## src/rtl/serial_tx_arb_pkg.sv

```systemverilog
// Shared definitions for the serial transmit arbiter and the bit-stuffed link it drives.
// The link constants are also used by the transmitter and receiver.
package serial_tx_arb_pkg;

  localparam int MSG_W      = 64;
  localparam int GROUPS     = 10;
  localparam int GROUP_BITS = 9;
  localparam int GAP_MIN    = 21;

  typedef enum logic [2:0] {
    IDLE,
    LOAD,
    START,
    WAIT_BUSY,
    WAIT_DONE
  } state_e;

endpackage

```

## src/rtl/serial_tx_arb_rr_pick.sv

```systemverilog
// Combinational round-robin picker: first eligible index after ptr, wrapping at N.
module rr_pick #(
  parameter int N   = 4,
  parameter int IDW = 3
) (
  input  logic [N-1:0]   elig_i,
  input  logic [IDW-1:0] ptr_i,
  output logic           any_o,
  output logic [IDW-1:0] idx_o
);

  // Padding to 2**IDW lets the IDW-bit candidate index the vector directly.
  logic [2**IDW-1:0] elig_pad;
  logic [IDW-1:0]    cand;

  always_comb begin
    elig_pad         = '0;
    elig_pad[N-1:0]  = elig_i;
    any_o            = 1'b0;
    idx_o            = '0;
    cand             = ptr_i;
    for (int i = 0; i < N; i++) begin
      cand = (cand == IDW'(N - 1)) ? '0 : cand + IDW'(1);
      if (!any_o && elig_pad[cand]) begin
        any_o = 1'b1;
        idx_o = cand;
      end
    end
  end

endmodule

```

## src/rtl/serial_tx_arb.sv

```systemverilog
// Round-robin arbiter/sequencer sharing one bit-stuffed serial transmitter among N requesters,
// with a launch watchdog, sticky timeout flag and completed-message counter.
module serial_tx_arb
  import serial_tx_arb_pkg::*;
#(
  parameter int N   = 4,
  parameter int IDW = 3,
  parameter int TMO = 255,
  parameter int CW  = 16
) (
  input  logic               clk,
  input  logic               rst,
  input  logic [N-1:0]       en_i,
  input  logic [N-1:0]       req_valid_i,
  input  logic [N*MSG_W-1:0] req_data_i,
  output logic [N-1:0]       req_ready_o,
  output logic [MSG_W-1:0]   tx_d_o,
  output logic               tx_start_o,
  input  logic               tx_busy_i,
  output logic [IDW-1:0]     grant_id_o,
  output logic               active_o,
  output logic               tmo_err_o,
  input  logic               clr_i,
  output logic [CW-1:0]      msg_cnt_o
);

  localparam int WDW = $clog2(TMO + 1);

  state_e           state_q, state_d;
  logic [IDW-1:0]   rr_ptr_q, rr_ptr_d;
  logic [N-1:0]     req_ready_q, req_ready_d;
  logic             tx_start_q, tx_start_d;
  logic [MSG_W-1:0] tx_d_q, tx_d_d;
  logic [IDW-1:0]   grant_q, grant_d;
  logic             active_q, active_d;
  logic             tmo_err_q, tmo_err_d;
  logic [CW-1:0]    msg_cnt_q, msg_cnt_d;
  logic [WDW-1:0]   wd_q, wd_d;

  logic [N-1:0]     elig;
  logic             pick_any;
  logic [IDW-1:0]   pick_idx;
  logic [MSG_W-1:0] word_sel [2**IDW];

  assign elig = req_valid_i & en_i;

  for (genvar gi = 0; gi < 2**IDW; gi++) begin : g_word
    if (gi < N) begin : g_real
      assign word_sel[gi] = req_data_i[gi*MSG_W +: MSG_W];
    end else begin : g_pad
      assign word_sel[gi] = '0;
    end
  end

  rr_pick #(.N(N), .IDW(IDW)) u_pick (
    .elig_i (elig),
    .ptr_i  (rr_ptr_q),
    .any_o  (pick_any),
    .idx_o  (pick_idx)
  );

  // NOTE: every _d below gets a default before the case, so no path leaves a latch behind.
  always_comb begin
    state_d     = state_q;
    rr_ptr_d    = rr_ptr_q;
    req_ready_d = '0;
    tx_start_d  = 1'b0;
    tx_d_d      = tx_d_q;
    grant_d     = grant_q;
    active_d    = active_q;
    tmo_err_d   = tmo_err_q;
    msg_cnt_d   = msg_cnt_q;
    wd_d        = wd_q;

    unique case (state_q)
      IDLE: begin
        if (pick_any && !tx_busy_i) begin
          grant_d  = pick_idx;
          rr_ptr_d = pick_idx;
          active_d = 1'b1;
          state_d  = LOAD;
        end
      end
      LOAD: begin
        tx_d_d      = word_sel[grant_q];
        req_ready_d = N'(1) << grant_q;
        state_d     = START;
      end
      START: begin
        tx_start_d = 1'b1;
        wd_d       = '0;
        state_d    = WAIT_BUSY;
      end
      WAIT_BUSY: begin
        if (tx_busy_i) begin
          state_d = WAIT_DONE;
        end else if (wd_q == WDW'(TMO)) begin
          // The word was already accepted; it is dropped, not retried.
          tmo_err_d = 1'b1;
          active_d  = 1'b0;
          state_d   = IDLE;
        end else begin
          wd_d = wd_q + WDW'(1);
        end
      end
      WAIT_DONE: begin
        if (!tx_busy_i) begin
          msg_cnt_d = msg_cnt_q + CW'(1);
          active_d  = 1'b0;
          state_d   = IDLE;
        end
      end
      default: state_d = IDLE;
    endcase

    // A clear on the same edge as a completion or timeout takes priority.
    if (clr_i) begin
      tmo_err_d = 1'b0;
      msg_cnt_d = '0;
    end
  end

  // NOTE: sequential state uses non-blocking assignments so all registers update together.
  always_ff @(posedge clk or posedge rst) begin
    if (rst) begin
      state_q     <= IDLE;
      rr_ptr_q    <= IDW'(N - 1);
      req_ready_q <= '0;
      tx_start_q  <= 1'b0;
      tx_d_q      <= '0;
      grant_q     <= '0;
      active_q    <= 1'b0;
      tmo_err_q   <= 1'b0;
      msg_cnt_q   <= '0;
      wd_q        <= '0;
    end else begin
      state_q     <= state_d;
      rr_ptr_q    <= rr_ptr_d;
      req_ready_q <= req_ready_d;
      tx_start_q  <= tx_start_d;
      tx_d_q      <= tx_d_d;
      grant_q     <= grant_d;
      active_q    <= active_d;
      tmo_err_q   <= tmo_err_d;
      msg_cnt_q   <= msg_cnt_d;
      wd_q        <= wd_d;
    end
  end

  assign req_ready_o = req_ready_q;
  assign tx_start_o  = tx_start_q;
  assign tx_d_o      = tx_d_q;
  assign grant_id_o  = grant_q;
  assign active_o    = active_q;
  assign tmo_err_o   = tmo_err_q;
  assign msg_cnt_o   = msg_cnt_q;

endmodule

```

## config.mk

```make
export PLATFORM = sky130hd
export DESIGN_NAME = serial_tx_arb
export DESIGN_NICKNAME = d
export VERILOG_FILES = /design/src/rtl/serial_tx_arb_pkg.sv /design/src/rtl/serial_tx_arb_rr_pick.sv /design/src/rtl/serial_tx_arb.sv
export SDC_FILE = /design/constraint.sdc
export NUM_CORES = 1
export LEC_CHECK = 0
export ABC_CLOCK_PERIOD_IN_PS = 9600
export CAP_MARGIN = 20
export CORE_AREA = 2 2 137 139
export CTS_BUF_LIST = sky130_fd_sc_hd__clkbuf_2
export CTS_CLUSTER_DIAMETER = 200
export DETAILED_ROUTE_END_ITERATION = 10
export DIE_AREA = 0 0 139 141
export PLACE_DENSITY = 0.8
export SYNTH_ARGS = -nofsm -noshare
export SYNTH_HDL_FRONTEND = slang
export SYNTH_SLANG_ARGS = --single-unit
```

## constraint.sdc

```tcl
create_clock -name clk -period 9.6 [get_ports clk]
set_input_delay 2.88 -clock clk [delete_from_list [all_inputs] [get_ports clk]]
set_output_delay 2.88 -clock clk [all_outputs]
set_load 0.05 [all_outputs]
```

# Word level (Yosys, flattened, before mapping)
# Index checks and enable logic that the tools add are counted.
[op_classes] n_reduce_logical=20 eq_ne=16 n_addsub=6 shift=1 mux=45 n_bitwise=2 order_cmp=5
[op_table] op="$bmux 64 s3" count=1
[op_table] op="$mux 64" count=2
[op_table] op="$mux 16" count=3
[op_table] op="$mux 3" count=12
[op_table] op="$eq 3x2->1 const B" count=6
[op_table] op="$mux 1" count=17
[op_table] op="$add 16x1->16 const B" count=1
[op_table] op="$lt 3x4->1 const B" count=4
[op_table] op="$mux 8" count=2
[op_table] op="$pmux 8 s2" count=1
[op_table] op="$pmux 3 s5" count=1
[op_table] op="$add 3x1->3 const B" count=4
[op_table] op="$bmux 1 s3" count=4
[op_table] op="$ne 2x2->1 const B" count=5
[op_table] op="$reduce_and 3->1" count=3
[op_table] op="$add 8x1->8 const B" count=1
[op_table] op="$eq 8x8->1 const B" count=1
[op_table] op="$reduce_bool 2->1" count=4
[op_table] op="$reduce_and 5->1" count=1
[op_table] op="$and 4x4->4" count=1
[op_table] op="$ge 4x4->1 const B" count=1
[op_table] op="$logic_and 1x1->1" count=4
[op_table] op="$logic_not 1->1" count=4
[op_table] op="$mux 4" count=1
[op_table] op="other kinds (10)" count=11
[word_totals] elab_cells=105 in_bits=268 ff_bits=104 out_inout_bits=90

# Depth between registers and ports, before layout
[depth] ltp_word=17 mapped_depth=12 ltp_nobuf=12

# Hierarchy
# From an unflattened synthesis, not the netlist that was laid out.
[unflattened] hier_cells=465 hier_area_um2=6063.3
[by_module_without_submodules] module="serial_tx_arb" instances=1 area_per_inst_um2=5688.0 cells_each=408 seq_area_each_um2=2580.0
[by_module_without_submodules] module="rr_pick" instances=1 area_per_inst_um2=375.4 cells_each=57 seq_area_each_um2=0.0

# Worst setup path before layout
# Ideal clock, no wire load.
[synth_timing] path_type="input to register" from="input port req_valid_i[3]" to="register active_q (netlist: active_o)" path_stages=7 arrival_ns=4.215 path_buffers=0 setup_time_ns=0.136 path_slack_ns=5.249 cell_sequence="nand2_1 -> o211ai_1 -> maj3_1 -> and2_1 -> or3_1 -> nand2_1 -> o311ai_1"
[synth_between] elab_chain_len=16
[synth_rtl] element="start, declared" line_no="serial_tx_arb.sv:14" rtl="input logic [N-1:0] req_valid_i,"
[synth_rtl] element="$and 4x4->4 *" line_no="serial_tx_arb.sv:45" rtl="assign elig = req_valid_i & en_i;"
[synth_rtl] element="$bmux 1 s3" line_no="serial_tx_arb_rr_pick.sv:24" rtl="if (!any_o && elig_pad[cand]) begin"
[synth_rtl] element="$mux 1 (implied by the code)" line_no="serial_tx_arb_rr_pick.sv:24"
[synth_rtl] element="$mux 1" line_no="serial_tx_arb_rr_pick.sv:24"
[synth_rtl] element="$logic_not 1->1" line_no="serial_tx_arb_rr_pick.sv:24"
[synth_rtl] element="$logic_and 1x1->1" line_no="serial_tx_arb_rr_pick.sv:24"
[synth_rtl] element="$mux 1" line_no="serial_tx_arb_rr_pick.sv:24"
[synth_rtl] element="$logic_not 1->1" line_no="serial_tx_arb_rr_pick.sv:24"
[synth_rtl] element="$logic_and 1x1->1" line_no="serial_tx_arb_rr_pick.sv:24"
[synth_rtl] element="$mux 1" line_no="serial_tx_arb_rr_pick.sv:24"
[synth_rtl] element="$logic_not 1->1" line_no="serial_tx_arb_rr_pick.sv:24"
[synth_rtl] element="$logic_and 1x1->1" line_no="serial_tx_arb_rr_pick.sv:24"
[synth_rtl] element="$mux 1 *" line_no="serial_tx_arb_rr_pick.sv:24"
[synth_rtl] element="$logic_and 1x1->1 *" line_no="serial_tx_arb.sv:77" rtl="if (pick_any && !tx_busy_i) begin"
[synth_rtl] element="$ne 2x2->1 (no source line) *"
[synth_rtl] element="$reduce_and 5->1 (no source line) *"
[synth_rtl] element="end signal, assigned" line_no="serial_tx_arb.sv:143" rtl="active_q <= active_d;"
[synth_rtl] element="end, declared" line_no="serial_tx_arb.sv:35" rtl="logic active_q, active_d;"
# Mark *: on every way between the ends. The rest lies on a longest branch, timed or not. The select of a mux whose other input is x is not followed.
# A chain may end at the register's enable or synchronous reset.

# Worst setup path in the final report
[layout_timing] from="register grant_q[1] (netlist: grant_id_o[1])" to="output port grant_id_o[1]"
[layout_rtl] element="start, declared" line_no="serial_tx_arb.sv:34" rtl="logic [IDW-1:0] grant_q, grant_d;"
[layout_rtl] element="start signal, assigned" line_no="serial_tx_arb.sv:142" rtl="grant_q <= grant_d;"
[layout_rtl] element="end, declared" line_no="serial_tx_arb.sv:20" rtl="output logic [IDW-1:0] grant_id_o,"
# No word-level cell between the ends.

==> out/qor.csv <==
metric,value,unit
status,completed,
worst endpoint data arrival time,2.66,ns
CTS H-tree lvls,3,
Fillers,1581,
crit path cell chain,clkdlybuf4s50_1,
# clock sinks,103,
RSZ-0062 raised after global routing,no,
starting density of the core,32.4,%
CP max stage delay,1.06,ns
total power,2.73,mW
first-pass GRT wire length,30500,um
"EDFF count, synth",0,
fmax,0.180,GHz
Comb pwr share,65.3,%
TNS Setup,0,ns
Synth Register Bits,103,
Hold Crit Class,register to register,
dpl cell area,0.00970,mm2
DRC,0,
num ports,358,
RD Place Congestion,0.919,
grt ovf,0,
Total Wirelength,20100,um
CTS Buffer Depth,2,
multi-input logic area,0.00318,mm2
Net Sw Frac,48.1,%
register area,0.00259,mm2
Setup Skew,0.0461,ns
post-route ant nets,0,
synth-to-layout area growth,65.3,%
Via Count,5383,
CP Class,register to primary output,
register share of total power,28.2,%
# port buffers,357,
Skew-Pair Late Insertion Delay,0.59,ns
antenna violations before repair,1,
Worst Path Required,6.72,ns
Final setup viols,0,
sequential area share after synthesis,43.5,%
clk slew on worst S/H paths,0.28,ns
Slew Limit Fails,0,
core area,0.0183,mm2
layout cells sized above 1,12.8,%
die footprint,0.0196,mm2
cts hold-fix bufs,0,
MaxCap Viol Count,0,
min cycle time layout,5.54,ns
most frequent cells in the layout,"clkdlybuf4s50_1 (357), dfrtp_1 (99), a22o_1 (67)",
Final Hold Viols,0,
Die Y,141,um
Top delay family on crit path,flip-flops,
Synth Warn #,0,
Gate Count Post-Synth,455,
crit path max-delay cell type,dfrtp_4,
LEAKAGE,3.87,nW
Site Rows,50,
"commonest non-fill, non-tap cell in the layout",clkdlybuf4s50_1,
overall routing resource usage,20.0,%
Max IR drop VDD,0.187,mV
largest net degree at the start of global routing,70,
Resized cells post-CTS,0,
Root Buffer,clkbuf_2,
Detail Placement HPWL,15800,um
Cell Pwr Density,279,mW/mm2
drt wl/cell,19.4,um
Total Nets Final,1066,
vias per cell,5.21,
Die X,139,um
Crit path buffers/inverters,1,
Synth Flop Type,dfrtp_1,
Post-Synthesis Cell Area,0.00593,mm2
Setup crit start kind,register,
async set or reset register ratio after synthesis,100,%
Num CTS Buffers,9,
CTS tree,yes,
Finished Core Util,53.6,%
Worst Max-Slew Pin Slew,0.964,ns
crit end category,primary output,
Fin Hold WS,0.537,ns
library cells used by synthesis,53,
Int Power,1.42,mW
power share of the clock group,6.5,%
cell area after layout,0.00980,mm2
fin crit share,57.7,%
CP Max Fanout,69,
"Avg Cell Area, Syn",13.0,um2
Post-Syn Nets,729,
postcts setup bufs,0,
Sw Pwr,1.31,mW
Initial DRC Count,226,
worst rel slew slack,35.7,%
DR pass1 iterations,4,
vias in the first global route,5544,
[through the flow]
stage / worst slack, ns / std cells
final: 4.06 / 1033
after global routing: 3.88 / 1032
after CTS: 3.95 / 1031
after detailed placement: 4.61 / 1015
after global placement: 4.67 / 1015
after floorplan: 4.02 / 455
[final cells by class]
type | instances | share of cell area (%)
clock buffer | 10 | 0.511
sequential | 103 | 26.4
timing repair buffer | 361 | 36.8
clock inverter | 6 | 0.383
inverter | 11 | 0.447
antenna | 2 | 0.0511
multi-input combinational | 306 | 32.4
tap | 234 | 2.99
[power by group through the flow]
stage	Sequential (mW)	Clock, mW	Combinational [mW]
floorplan	1.14	0	0.839
global placement	0.781	0	1.77
detailed placement	0.783	0	1.80
CTS	0.776	0.192	1.80
global route	0.803	0.207	1.89
finish	0.772	0.178	1.78
[Yosys cell counts, types with 3 or more instances]
library cell	count	area share (%)
a21o_1	3	0.38
a21oi_1	7	0.59
a22o_1	67	9.9
and3_1	5	0.53
buf_1	5	0.32
buf_2	4	0.34
clkbuf_1	25	1.6
dfrtp_1	101	43
ha_1	6	1.3
inv_1	10	0.63
mux4_2	65	25
nand2_1	20	1.3
nand2b_1	4	0.42
nand3_1	7	0.59
nand4_1	6	0.63
nor2_1	36	2.3
nor3_1	5	0.42
nor4_1	3	0.32
o211ai_1	3	0.38
o21ai_0	11	0.93
or3_1	6	0.63
xnor2_1	4	0.59
xor2_1	14	2.1
[sequential cells by signal, summed over array words and instances, names as in the netlist]
name / cells
tmo_err_o: 1
active_o: 1
grant_id_o: 3
wd_q: 8
tx_start_o: 1
msg_cnt_o: 16
rr_ptr_q: 2
tx_d_o: 64
req_ready_o: 4
state_q: 3
[kinds of logic after synthesis]
kind of cell    count (synthesis)  share of synthesized area, %
buf+inv                        46                          3.06
simple gates                  104                          9.10
flops                         103                          43.5
fa+ha+maj                       7                          1.44
compound gates                109                          14.9
xor+xnor                       18                          2.66
mux                            68                          25.3
[worst paths after layout]
check,start,to,slack [ns],cells past startpoint
max,grant_id_o[1]$_DFFE_PP0P_,grant_id_o[1],4.06,1
min,tx_d_o[53]$_DFFE_PP0P_,tx_d_o[53]$_DFFE_PP0P_,0.54,1
max reg2reg,rr_ptr_q[0]$_DFFE_PP1P_,active_o$_DFFE_PP0P_,6.41,12
min reg2reg,tx_d_o[53]$_DFFE_PP0P_,tx_d_o[53]$_DFFE_PP0P_,0.54,1
max in group asynchronous,rst,grant_id_o[1]$_DFFE_PP0P_,5.78,3
min in group asynchronous,rst,tx_d_o[50]$_DFFE_PP0P_,2.66,2
[metal layers]
layer | wire length [um] | GRT usage, % | vias to the layer above
li1 | - | - | 2477
met1 | 7940 | 24.4 | 2615
met2 | 10100 | 34.2 | 257
met3 | 1440 | 4.99 | 34
met4 | 563 | 7.87 | 0
met5 | 0 | 0 | -
Note: power is estimated with default switching activity, not from simulation.
==> RTL change: new RTL, same flow settings <==
`IDW` is set to 3 in 2 places; all go to 2.
--- a/src/rtl/serial_tx_arb_rr_pick.sv
+++ b/src/rtl/serial_tx_arb_rr_pick.sv
@@ -1,7 +1,7 @@
 // Combinational round-robin picker: first eligible index after ptr, wrapping at N.
 module rr_pick #(
   parameter int N   = 4,
-  parameter int IDW = 3
+  parameter int IDW = 2
 ) (
   input  logic [N-1:0]   elig_i,
   input  logic [IDW-1:0] ptr_i,
--- a/src/rtl/serial_tx_arb.sv
+++ b/src/rtl/serial_tx_arb.sv
@@ -4,7 +4,7 @@
   import serial_tx_arb_pkg::*;
 #(
   parameter int N   = 4,
-  parameter int IDW = 3,
+  parameter int IDW = 2,
   parameter int TMO = 255,
   parameter int CW  = 16
 ) (
Ports: changed (resized grant_id_o); port bits go from 358 to 357. The function was not compared with the original's and may differ.
==> RTL change against the original RTL <==
Die area unchanged. Sequential power decreased by 2.6%. Fmax decreased by 0.33%. Sequential cell count decreased by 1. Worst setup slack got worse by 0.018 ns. Synthesized area decreased by 1.2%. Global-route usage increased by 0.92 points. Combinational power decreased by 13%. Clock skew decreased by 0.018 ns. Routed wire length increased by 3.7%. Power decreased by 8.0%. Cell count increased by 8.6%. Highest routed layer unchanged. Design area decreased by 0.79%.
==> RTL change: results (changes against the original RTL) <==
** Global route
- The overall global routing resource usage was 0.209 (+0.00920).
- The global-route wire length before repair is 31,600 um (+3.7%).
- GR Util met3 :: 0.0384 (-0.0115)
- The number of global-route vias before repair is 5,652 (+1.9%).
- Global routing met1 resource utilization :: 0.264 (+0.0198)
- The fraction of met2 tracks used by global routing is 0.365 (+0.0228).
- Maximum number of pins on one net before global-route repair :: 71 (+1.4%)

** Final layout
- Non-clock inverter total of the final layout :: 5 (-6)
- The share of post-route cells with drive strength above 1 came to 0.114 (-0.0141).
- The sequential cell area share came to 0.264 (-0.000466).
- The clock network area share was 0.0116 (+0.00265).
- The final non-filler cell total is 1,122 (+8.6%).
- Multi-In Gates :: 404 (+32%)

** Clocking
- Clock-pin slew reported for the worst setup and hold paths after clock tree synthesis :: 0.26 ns (-0.02 ns)
- The clock sink total came to 102 (-0.97%).

** Timing
- The worst hold slack across all endpoints came to 0.508 ns (-0.0287 ns).
- Relative slew slack :: 0.351 (-0.00648)

** Setup path
- Setup slack of the most critical reg-to-reg path :: 7.15 ns (+0.74 ns)
- The worst register-to-register path ends at tx_d_o[53]$_DFFE_PP0P_.
- Stage delay of the slowest cell on the critical path :: 1.11 ns (+0.05 ns)
- The startpoint identified for the worst register-to-register timing path is grant_id_o[0]$_DFFE_PP0P_.
- Critical path peak fanout :: 70 (+1.4%)
- Number of cells traversed by the worst register-to-register path :: 4 (-8)

** Synthesis
- The mux share of post-synthesis cell area is 0.248 (-0.00536).
- Post-synthesis compound-gate area fraction :: 0.0626 (-0.0865)
- Post-synthesis instance total :: 547 (+20%)
- The number of library cell types mapped by synthesis was 57 (+7.5%).
- Sorting the synthesized cells by how often they occur yields 215 x nand2_1, 100 x dfrtp_1, 64 x mux4_2.
- The area share of fa/ha/maj cells after synthesis was 0.00641 (-0.00795).
- The net count of the mapped netlist is 818 (+12%).

** Placed design
- The worst slack at placement came to 4.58 ns (-0.0351 ns).
- The routability congestion estimate was 0.869 (-5.5%).
- The number of I/O port buffers came to 356 (-0.28%).
- Post-place instance area :: 9600 um2 (-1.0%)

** Min path
- In this run the most critical hold path is launched from tx_d_o[5]$_DFFE_PP0P_.
- The worst hold path terminates at tx_d_o[5]$_DFFE_PP0P_.
- Worst hold path stage count :: 2 (+1)

** Drt
- Total number of vias :: 5,590 (+3.8%)
- The total iterations of the first detailed-routing run is 5 (+1).

** Outcome
- Outcome :: finished, final reports clean

** Pwr
- Total power draw :: 2.52 mW (-8.0%)
- The power share of the clock group is 0.083 (+0.018).
==> RTL change: changes by cell type in the layout (fill, tap and decap cells not counted), moves of 3 or more <==
cell      delta
xnor2_1      -3
nor2_1      -21
or4_1        +6
inv_1        -6
a22o_1      -67
nor3_1       -3
xor2_1       -8
nand3b_1     +4
nand2_1    +195
nand2b_1     -4
ha_1         -3
==> RTL change: how the worst max path moves through the flow <==
stage,to,from
finish,grant_id_o[1],grant_id_o[1]$_DFFE_PP0P_
global route,grant_id_o[1],grant_id_o[1]$_DFFE_PP0P_
CTS,grant_id_o[1],grant_id_o[1]$_DFFE_PP0P_
detailed placement,msg_cnt_o[8]$_DFFE_PP0P_,tx_busy_i
global placement,msg_cnt_o[14]$_DFFE_PP0P_,tx_busy_i
floorplan,active_o$_DFFE_PP0P_,rst
==> RTL change: routing by layer <==
metal  vias to the layer above  share of wire  routed length, um
met5                         -              0                  0
met4                         0          0.021                443
met3                        29          0.057               1200
met2                       232           0.52              10800
met1                      2696           0.40               8350
li1                       2633              -                  -
